<file path="config.mk">
export PLATFORM = sky130hd
export DESIGN_NAME = ula_io_port
export DESIGN_NICKNAME = d
export VERILOG_FILES = /design/src/rtl/spectrum_pkg.sv /design/src/rtl/sigma_delta_dac.sv /design/src/rtl/ula_io_port.sv
export SDC_FILE = /design/constraint.sdc
export NUM_CORES = 1
export LEC_CHECK = 0
export CORE_MARGIN = 2
export CORE_UTILIZATION = 35
export DETAILED_ROUTE_END_ITERATION = 6
export SYNTH_ARGS = -nofsm -noshare
export SYNTH_HDL_FRONTEND = slang
export SYNTH_SLANG_ARGS = --single-unit
</file>
<file path="constraint.sdc">
create_clock -name clk -period 2.5 [get_ports clk]
set_clock_uncertainty 0.2 [all_clocks]
set_input_delay 0.5 -clock clk [delete_from_list [all_inputs] [get_ports clk]]
set_output_delay 0.5 -clock clk [all_outputs]
set_load 0.01 [all_outputs]
</file>
<file path="src/rtl/spectrum_pkg.sv">
// Shared constants and types for the Spectrum core I/O stage.
package spectrum_pkg;

    // ULA port is selected by A0 alone
    localparam logic ULA_PORT_A0 = 1'b0;

    // 48K frame timing
    localparam int unsigned T_FRAME_48K   = 69888;
    localparam int unsigned INT_LEN_48K   = 32;
    localparam int unsigned FLASH_DIV_48K = 16;

    // Bit positions in the port 0xFE data byte
    localparam int unsigned BORDER_LSB = 0;
    localparam int unsigned BORDER_MSB = 2;
    localparam int unsigned MIC_BIT    = 3;
    localparam int unsigned BEEP_BIT   = 4;
    localparam int unsigned EAR_BIT    = 6;

    // Fields latched by an OUT to port 0xFE
    typedef struct packed {
        logic       beeper;
        logic       mic;
        logic [2:0] border;
    } ula_out_t;

endpackage

</file>
<file path="src/rtl/sigma_delta_dac.sv">
// First-order sigma-delta modulator: the carry out of a DAC_W-bit phase
// accumulator gives a 1-bit stream whose density is level / 2**DAC_W.
module sigma_delta_dac #(
    parameter int unsigned DAC_W = 8
) (
    input  logic             clk,
    input  logic             reset_n,
    input  logic [DAC_W-1:0] level,
    output logic             out
);

    logic [DAC_W:0] acc_q, acc_d;
    logic           out_q;

    // Next accumulator value: low bits plus level, carry lands in the MSB
    always_comb begin
        acc_d = {1'b0, acc_q[DAC_W-1:0]} + {1'b0, level};
    end

    // Accumulator and registered carry output
    always_ff @(posedge clk or negedge reset_n) begin
        if (!reset_n) begin
            acc_q <= '0;
            out_q <= 1'b0;
        end else begin
            acc_q <= acc_d;
            out_q <= acc_d[DAC_W];
        end
    end

    assign out = out_q;

endmodule

</file>
<file path="src/rtl/ula_io_port.sv">
// ULA-side I/O stage: port 0xFE decode, border/MIC/beeper latch, keyboard/EAR
// read path, frame T-state counter with n_int and FLASH phase, 1-bit audio.
module ula_io_port
    import spectrum_pkg::*;
#(
    parameter int unsigned T_FRAME   = T_FRAME_48K,
    parameter int unsigned INT_LEN   = INT_LEN_48K,
    parameter int unsigned FLASH_DIV = FLASH_DIV_48K,
    parameter int unsigned DAC_W     = 8
) (
    input  logic        clk,
    input  logic        reset_n,
    input  logic        cpu_ce,
    input  logic [15:0] cpu_addr,
    input  logic [7:0]  cpu_dout,
    input  logic        n_iorq,
    input  logic        n_rd,
    input  logic        n_wr,
    input  logic [4:0]  key_data,
    input  logic        ear_in,
    output logic [7:0]  io_dout,
    output logic        io_sel,
    output logic [2:0]  border,
    output logic        flash,
    output logic        n_int,
    output logic        audio_out
);

    localparam int unsigned TS_W = $clog2(T_FRAME);
    localparam int unsigned FC_W = (FLASH_DIV > 1) ? $clog2(FLASH_DIV) : 1;

    localparam logic [DAC_W-1:0] BEEP_LVL = DAC_W'(3 << (DAC_W - 2));
    localparam logic [DAC_W-1:0] MIC_LVL  = DAC_W'(1 << (DAC_W - 2));

    logic            sel;
    logic            wr_act;
    logic            wr_act_q, wr_act_q2;
    logic            wr_rise;
    logic            ear_meta_q, ear_s_q;
    ula_out_t        port_q;
    logic [TS_W-1:0] tstate_q;
    logic [FC_W-1:0] frame_q;
    logic            flash_q;
    logic            n_int_q;
    logic [DAC_W-1:0] level;

    // A15..A1 and D7..D5 are deliberately not decoded
    logic unused_bits;
    assign unused_bits = ^{cpu_addr[15:1], cpu_dout[7:5]};

    assign sel     = !n_iorq && (cpu_addr[0] == ULA_PORT_A0);
    assign wr_act  = sel && !n_wr;
    assign wr_rise = wr_act_q && !wr_act_q2;

    assign io_sel  = sel && !n_rd;
    assign io_dout = {1'b1, ear_s_q, 1'b1, key_data};

    // EAR synchroniser and write-strobe edge detector
    always_ff @(posedge clk or negedge reset_n) begin
        if (!reset_n) begin
            ear_meta_q <= 1'b0;
            ear_s_q    <= 1'b0;
            wr_act_q   <= 1'b0;
            wr_act_q2  <= 1'b0;
        end else begin
            ear_meta_q <= ear_in;
            ear_s_q    <= ear_meta_q;
            wr_act_q   <= wr_act;
            wr_act_q2  <= wr_act_q;
        end
    end

    // Port 0xFE output latch: one update per write, however long it is held
    always_ff @(posedge clk or negedge reset_n) begin
        if (!reset_n) begin
            port_q <= '0;
        end else if (wr_rise) begin
            port_q.border <= cpu_dout[BORDER_MSB:BORDER_LSB];
            port_q.mic    <= cpu_dout[MIC_BIT];
            port_q.beeper <= cpu_dout[BEEP_BIT];
        end
    end

    // Frame timing: T-state counter, interrupt window, flash divider
    always_ff @(posedge clk or negedge reset_n) begin
        if (!reset_n) begin
            tstate_q <= '0;
            frame_q  <= '0;
            flash_q  <= 1'b0;
            n_int_q  <= 1'b1;
        end else if (cpu_ce) begin
            // n_int reflects the T-state being consumed by this cpu_ce
            n_int_q <= !(tstate_q < TS_W'(INT_LEN));
            if (tstate_q == TS_W'(T_FRAME - 1)) begin
                tstate_q <= '0;
                if (frame_q == FC_W'(FLASH_DIV - 1)) begin
                    frame_q <= '0;
                    flash_q <= !flash_q;
                end else begin
                    frame_q <= frame_q + 1'b1;
                end
            end else begin
                tstate_q <= tstate_q + 1'b1;
            end
        end
    end

    // Audio level: beeper 3/4, mic 1/4, both saturate just below full scale
    always_comb begin
        level = '0;
        unique case ({port_q.beeper, port_q.mic})
            2'b00:   level = '0;
            2'b01:   level = MIC_LVL;
            2'b10:   level = BEEP_LVL;
            default: level = '1;
        endcase
    end

    sigma_delta_dac #(
        .DAC_W (DAC_W)
    ) u_dac (
        .clk     (clk),
        .reset_n (reset_n),
        .level   (level),
        .out     (audio_out)
    );

    assign border = port_q.border;
    assign flash  = flash_q;
    assign n_int  = n_int_q;

endmodule

</file>
==> results.md, run 1 <==
* Drt total wl at 3230 um
* Post-synth EDFFs at 0
* # resized after CTS at 0
* Fmax at 0.422 GHz
* Post-synthesis cell area at 0.00196 mm^2
* Share of cells above drive strength 1 at 0.146
* Final Cell Area at 0.00231 mm^2
* Root Driver: clkbuf_8
* Largest net degree at the start of global routing at 42
* CP Launch Type: input pin
* Rows at 27
* Clock sinks at 41
* Final period utilization at 0.949
* TritonRoute pass-1 iters at 4
* Core Util, Final at 0.421
* Synth cell count leaders: dfrtp_1, xnor2_1, nor2_1
* Max FO, Critical Path at 2
* Hold buffer count at cts at 0
* Yosys reg bits at 41
* DRC Markers at 0
* DIE AREA at 0.00623 mm^2
* Final nets at 239
* Post-synth top area share at 0.510
* First-pass GRT wire length at 5900 um
* RSZ-0062 raised after global routing: no
* Area leader, netlist: dfrtp_1
* Max-slew headroom at 0.663
* Initial core utilization at 0.359
* Core area at 0.00547 mm^2
* DP Area at 0.00219 mm^2
* MaxCap Viol Count at 0
* Critical path arrival at 1670 ps
* Setup crit end kind: primary output
* Status: completed
* Die W at 78.9 um
* Leakage at 0.999 nW
* Kind of critical path: input pin to primary output
* Antenna violations before repair at 0
* WP data required at 1800 ps
* Count of boundary I/O pins at 51
* Setup bufs post-CTS at 0
* Via count at 1315
* H-tree depth at 2
* Avg Cell Area, Syn at 11.0 um^2
* Ys flop type: dfrtp_1
* Maximum VDD drop at 0.272 mV
* Syn. warnings at 0
* Wire per inst at 11.9 um
* Worst min path class: input pin to asynchronous set/reset pin
* Die height at 78.9 um
* Antenna cell count at 0
* Min cycle time layout at 2370 ps
* Area contributors post-synth: dfrtp_1, xnor2_1, buf_4
* Routability Congestion at 0.759
* Via density at 4.85
* Slew @ Worst Pin at 506 ps
* Setup Viol. Count Final at 0
* CTS buffer count at 5
* CTS clock-pin slew for the worst setup and hold paths at 80 ps
* Initial DRC Count at 135
* Port bufs at 20
* Area Growth Syn to Fin at 17.4%
* Pwr Density at 835 mW/mm^2
* Buffers from clock root to sink, at most at 2
* Multi-input logic area at 821 um^2
* Vias in the first global route at 1351
* Register area share after synthesis at 0.523
* Cell count after synthesis at 178
* Antenna viol nets, final at 0
* Slew Limit Fails at 0
* Fill count at 548
* Clock latency on the worst-skew pair at 290 ps
* Tot GR Track Use at 0.120
* HPWL after detailed placement at 2270 um
* Reg area at 0.00103 mm^2
* Setup TNS Final at 0 ps
* CTS tree: yes
* Post-synthesis cell type count at 37
* Grt ovf at 0
* Hold Violations, Final at 0
* Most common cell in the synthesized netlist: dfrtp_1
* Asr flop ratio synth at 1.00
## sequential cells by signal, summed over array words and instances, names as in the netlist
name,count
tstate_q,17
u_dac.acc_q,8
frame_q,4
border,3
port_q,2
ear_meta_q,1
ear_s_q,1
flash,1
n_int,1
u_dac.out,1
wr_act_q,1
wr_act_q2,1
## area by class of cell
cell class              count  area share
clock buffers               5      0.0298
clock inverters             3      0.0190
inverters                   4     0.00651
multi-input cells         120       0.356
flip-flops and latches     41       0.445
well taps                  72      0.0391
repair buffers             26       0.104
## final timing paths
kind | from | endpoint | slack (ps) | depth (start not counted)
worst max-delay path | cpu_addr[0] | io_sel | 130 | 3
worst min-delay path | reset_n | tstate_q[2]$_DFFE_PN0P_ | 50 | 2
worst max register to register | tstate_q[9]$_DFFE_PN0P_ | frame_q[3]$_DFFE_PN0P_ | 450 | 5
worst min register to register | ear_meta_q$_DFF_PN0_ | ear_s_q$_DFF_PN0_ | 160 | 0
max in group asynchronous | reset_n | n_int$_DFFE_PN1P_ | 1680 | 2
min in group clk | ear_meta_q$_DFF_PN0_ | ear_s_q$_DFF_PN0_ | 160 | 0
## critical path, stage by stage
cell             delay, ps
clkdlybuf4s50_1        420
nor3_1                 190
clkdlybuf4s50_1        560
## layer usage
layer / part of all wire / vias to the layer above / routed length (um) / GRT usage
met5: 0 / - / 0 / 0
met4: 0.015 / 0 / 48 / 0.0534
met3: 0.032 / 4 / 103 / 0.0330
met2: 0.47 / 17 / 1530 / 0.199
met1: 0.48 / 641 / 1550 / 0.148
li1: - / 653 / - / -
## per-stage QoR
stage          hold WS, ps  worst slack (ps)  power (mW)  cells
4_1_cts               74.0               113        1.96    271
6_report              54.5               128        1.93    271
2_1_floorplan         4.41               441        1.28    179
3_3_place_gp           134               128        1.39    263
3_5_place_dp           138               103        1.41    263
5_1_grt                107              24.0        2.06    271
## cells by family after synthesis
| group | synth area share |
|---|---|
| other cells | 0.00191 |
| simple gates | 0.172 |
| fa+ha+maj | 0.0318 |
| mux | 0.0503 |
| buf+inv | 0.0611 |
| compound gates | 0.0573 |
| xor+xnor | 0.103 |
| flops | 0.523 |
## cells in the final DEF (no fill, tap or decap), drive strengths merged, types with 3 or more instances in the layout
cell | netlist | final
mux2 | 7 | 7
buf | 13 | 7
xor2 | 7 | 7
inv | 4 | 5
nor4 | 4 | 4
o21ai | 3 | 3
nand4 | 7 | 7
o41ai | 3 | 3
nand2 | 13 | 13
dfrtp | 40 | 40
nand3 | 7 | 7
ha | 5 | 5
clkdlybuf4s50 | 0 | 19
a21oi | 5 | 5
xnor2 | 16 | 16
nor3 | 10 | 10
nor2 | 15 | 15
clkbuf | 1 | 5
## power by group
| group | switching (mW) | leakage [nW] | internal, mW | total [mW] |
|---|---|---|---|---|
| logic | 0.200 | 0.429 | 0.235 | 0.435 |
| clock network | 0.237 | 0.0585 | 0.299 | 0.536 |
| registers | 0.150 | 0.512 | 0.804 | 0.954 |
Power figures use the tool's default switching activity.
==> run 2, diff against run 1 <==
GPL_ROUTABILITY_DRIVEN = 0   (was not set)
==> results of run 2 <==
Final layout, timing and power as in run 1 (identical DEF).
==> run 3, diff against run 2 <==
CORE_MARGIN = not set   (was 2)
SLEW_MARGIN = 20   (was not set)
==> run 3 against run 2 <==
Net effect: sequential power about the same; count of clock-buffer cells in the layout increased by 2; final area increased by 1.4%; highest routed layer unchanged.
==> results.md, run 3 (same netlist as run 1, synthesis figures left out) <==
* Antenna violations before repair at 0 (unchanged)
* Worst R2R Start: tstate_q[0]$_DFFE_PN0P_ (was tstate_q[9]$_DFFE_PN0P_)
* Wire per inst at 11.5 um (was 11.9 um)
* Fin Hold WS at 156 ps (was 54.5 ps)
* Fmax at 0.424 GHz (was 0.422 GHz)
* Setup Viol. Count Final at 0 (unchanged)
* Area Growth Syn to Fin at 19.0% (was 17.4%)
* Worst R2R End: frame_q[3]$_DFFE_PN0P_ (unchanged)
* Placed cells at 262 (was 263)
* Setup TNS Final at 0 ps (unchanged)
* Die W at 76.9 um (was 78.9 um)
* Drt total wl at 3120 um (was 3230 um)
* Setup crit end kind: primary output (unchanged)
* Largest net degree at the start of global routing at 22 (was 42)
* Commonest non-fill, non-tap cell in the layout: dfrtp_1 (unchanged)
* Die height at 76.9 um (was 78.9 um)
* Antenna cell count at 0 (unchanged)
* HPWL after detailed placement at 2350 um (was 2270 um)
* Slew Limit Fails at 0 (unchanged)
* Antenna viol nets, final at 0 (unchanged)
* CTS buffer count at 5 (unchanged)
* Port bufs at 20 (unchanged)
* Vias in the first global route at 1270 (was 1351)
* Switch Pwr at 568 uW (was 587 uW)
* Clock sinks at 41 (unchanged)
* Via count at 1312 (was 1315)
* Design Power at 1.94 mW (was 1.93 mW)
* Max-slew headroom at 0.664 (was 0.663)
* H-tree depth at 2 (unchanged)
* Gate power share at 0.228 (was 0.226)
* Hold Violations, Final at 0 (unchanged)
* Min cycle time layout at 2360 ps (was 2370 ps)
* Maximum VDD drop at 0.274 mV (was 0.272 mV)
* CTS clock-pin slew for the worst setup and hold paths at 80 ps (about the same)
* # resized after CTS at 0 (unchanged)
* Rows at 26 (was 27)
* CP most frequent cell: clkdlybuf4s50_1 (unchanged)
* Final nets at 241 (was 239)
* Critical path arrival at 1660 ps (was 1670 ps)
* DIE AREA at 0.00592 mm^2 (was 0.00623 mm^2)
* CP Launch Type: input pin (unchanged)
* Max FFs per register at 17 (unchanged)
* Pwr Density at 829 mW/mm^2 (was 835 mW/mm^2)
* Root Driver: clkbuf_8 (unchanged)
* Largest regs: tstate_q x17, u_dac.acc_q x8, frame_q x4 (unchanged)
* Final period utilization at 0.944 (was 0.949)
* R2R cell count at 5 (unchanged)
* HP Start: ear_meta_q$_DFF_PN0_
* MaxCap Viol Count at 0 (unchanged)
* Slew @ Worst Pin at 503 ps (was 506 ps)
* Initial DRC Count at 83 (was 135)
* Tot GR Track Use at 0.122 (was 0.120)
* Count of boundary I/O pins at 51 (unchanged)
* Switch share at 0.293 (was 0.305)
* WHS Path Cells at 0
* CP Buf/Inv Count at 2 (unchanged)
* Buffers from clock root to sink, at most at 2 (unchanged)
* Sequential share of power at 0.493 (was 0.495)
* Leakage at 1.01 nW (was 0.999 nW)
* FF-to-FF setup slack at 540 ps (was 450 ps)
* Critical path's top delay family: buffers and inverters (unchanged)
* Grt ovf at 0 (unchanged)
* Largest Register: tstate_q (unchanged)
* DRC Markers at 0 (unchanged)
* Share of cells above drive strength 1 at 0.144 (was 0.146)
* CP peak stage delay at 560 ps (about the same)
* RSZ-0062 raised after global routing: no (unchanged)
* Initial core utilization at 0.373 (was 0.359)
* Clk pwr share at 0.279 (about the same)
* Int Pwr at 1.37 mW (was 1.34 mW)
* First-pass GRT wire length at 5620 um (was 5900 um)
* Core area at 0.00527 mm^2 (was 0.00547 mm^2)
* Via density at 4.84 (was 4.85)
* CP cell instances: clkdlybuf4s50_1 -> nor3_1 -> clkdlybuf4s50_1 (unchanged)
* Clock latency on the worst-skew pair at 280 ps (was 290 ps)
* Post-Layout Cell Count at 271 (unchanged)
* TritonRoute pass-1 iters at 4 (unchanged)
* Kind of critical path: input pin to primary output (unchanged)
* CP max-delay cell: clkdlybuf4s50_1 (unchanged)
* Max FO, Critical Path at 2 (unchanged)
* CTS tree: yes (unchanged)
* Status: completed (unchanged)
* Most frequent cells in the layout: dfrtp_1, clkdlybuf4s50_1, xnor2_1, nor2_1, nand2_1 (unchanged)
* Hold path endpoint: ear_s_q$_DFF_PN0_
* WP data required at 1800 ps (about the same)
* Worst min path class: flip-flop to flip-flop (was input pin to asynchronous set/reset pin)
[run 3: routing by layer]
layer,GRT usage,up-vias,share of wire
met2,0.196,28,0.46
met4,0.0654,0,0.022
met3,0.0262,5,0.031
met5,0,-,0
met1,0.151,619,0.49
li1,-,660,-
[run 3: cell type report]
cell class | count | area, um^2
multi-input cells | 120 | 821
flip-flops and latches | 41 | 1030
repair buffers | 28 | 270
clock inverters | 1 | 30.0
clock buffers | 7 | 86.3
fillers | 512 | 2930
well taps | 70 | 87.6
inverters | 4 | 15.0
[run 3: metrics by stage]
step | worst slack, ps | utilization | instance area [um^2]
final | 141 | 0.443 | 2340
after detailed placement | 125 | 0.420 | 2210
after global routing | 30.3 | 0.443 | 2340
after floorplan | 441 | - | 1970
after CTS | 123 | 0.443 | 2340
after global placement | 144 | 0.420 | 2210
[run 3: power by group through the flow]
stage | Sequential, mW | Combinational (mW) | Clock [mW]
6_report | 0.956 | 0.442 | 0.540
5_1_grt | 0.981 | 0.506 | 0.580
4_1_cts | 0.955 | 0.449 | 0.560
3_5_place_dp | 0.968 | 0.445 | 0
3_3_place_gp | 0.967 | 0.435 | 0
2_1_floorplan | 0.940 | 0.339 | 0
[run 3: worst max-delay path by stage]
stage / slack (ps) / to / depth (start not counted) / startpoint
floorplan: 440 / frame_q[0]$_DFFE_PN0P_ / 6 / cpu_ce
global placement: 140 / io_sel / 3 / cpu_addr[0]
detailed placement: 130 / io_sel / 3 / cpu_addr[0]
CTS: 120 / io_sel / 3 / cpu_addr[0]
global route: 30 / io_sel / 3 / cpu_addr[0]
finish: 140 / io_sel / 3 / cpu_addr[0]
[run 3: what timing repair did]
item                      in CTS  in global routing
hold buffers                   1                  0
setup buffers                  0                  0
hold endpoints to repair      20                  0
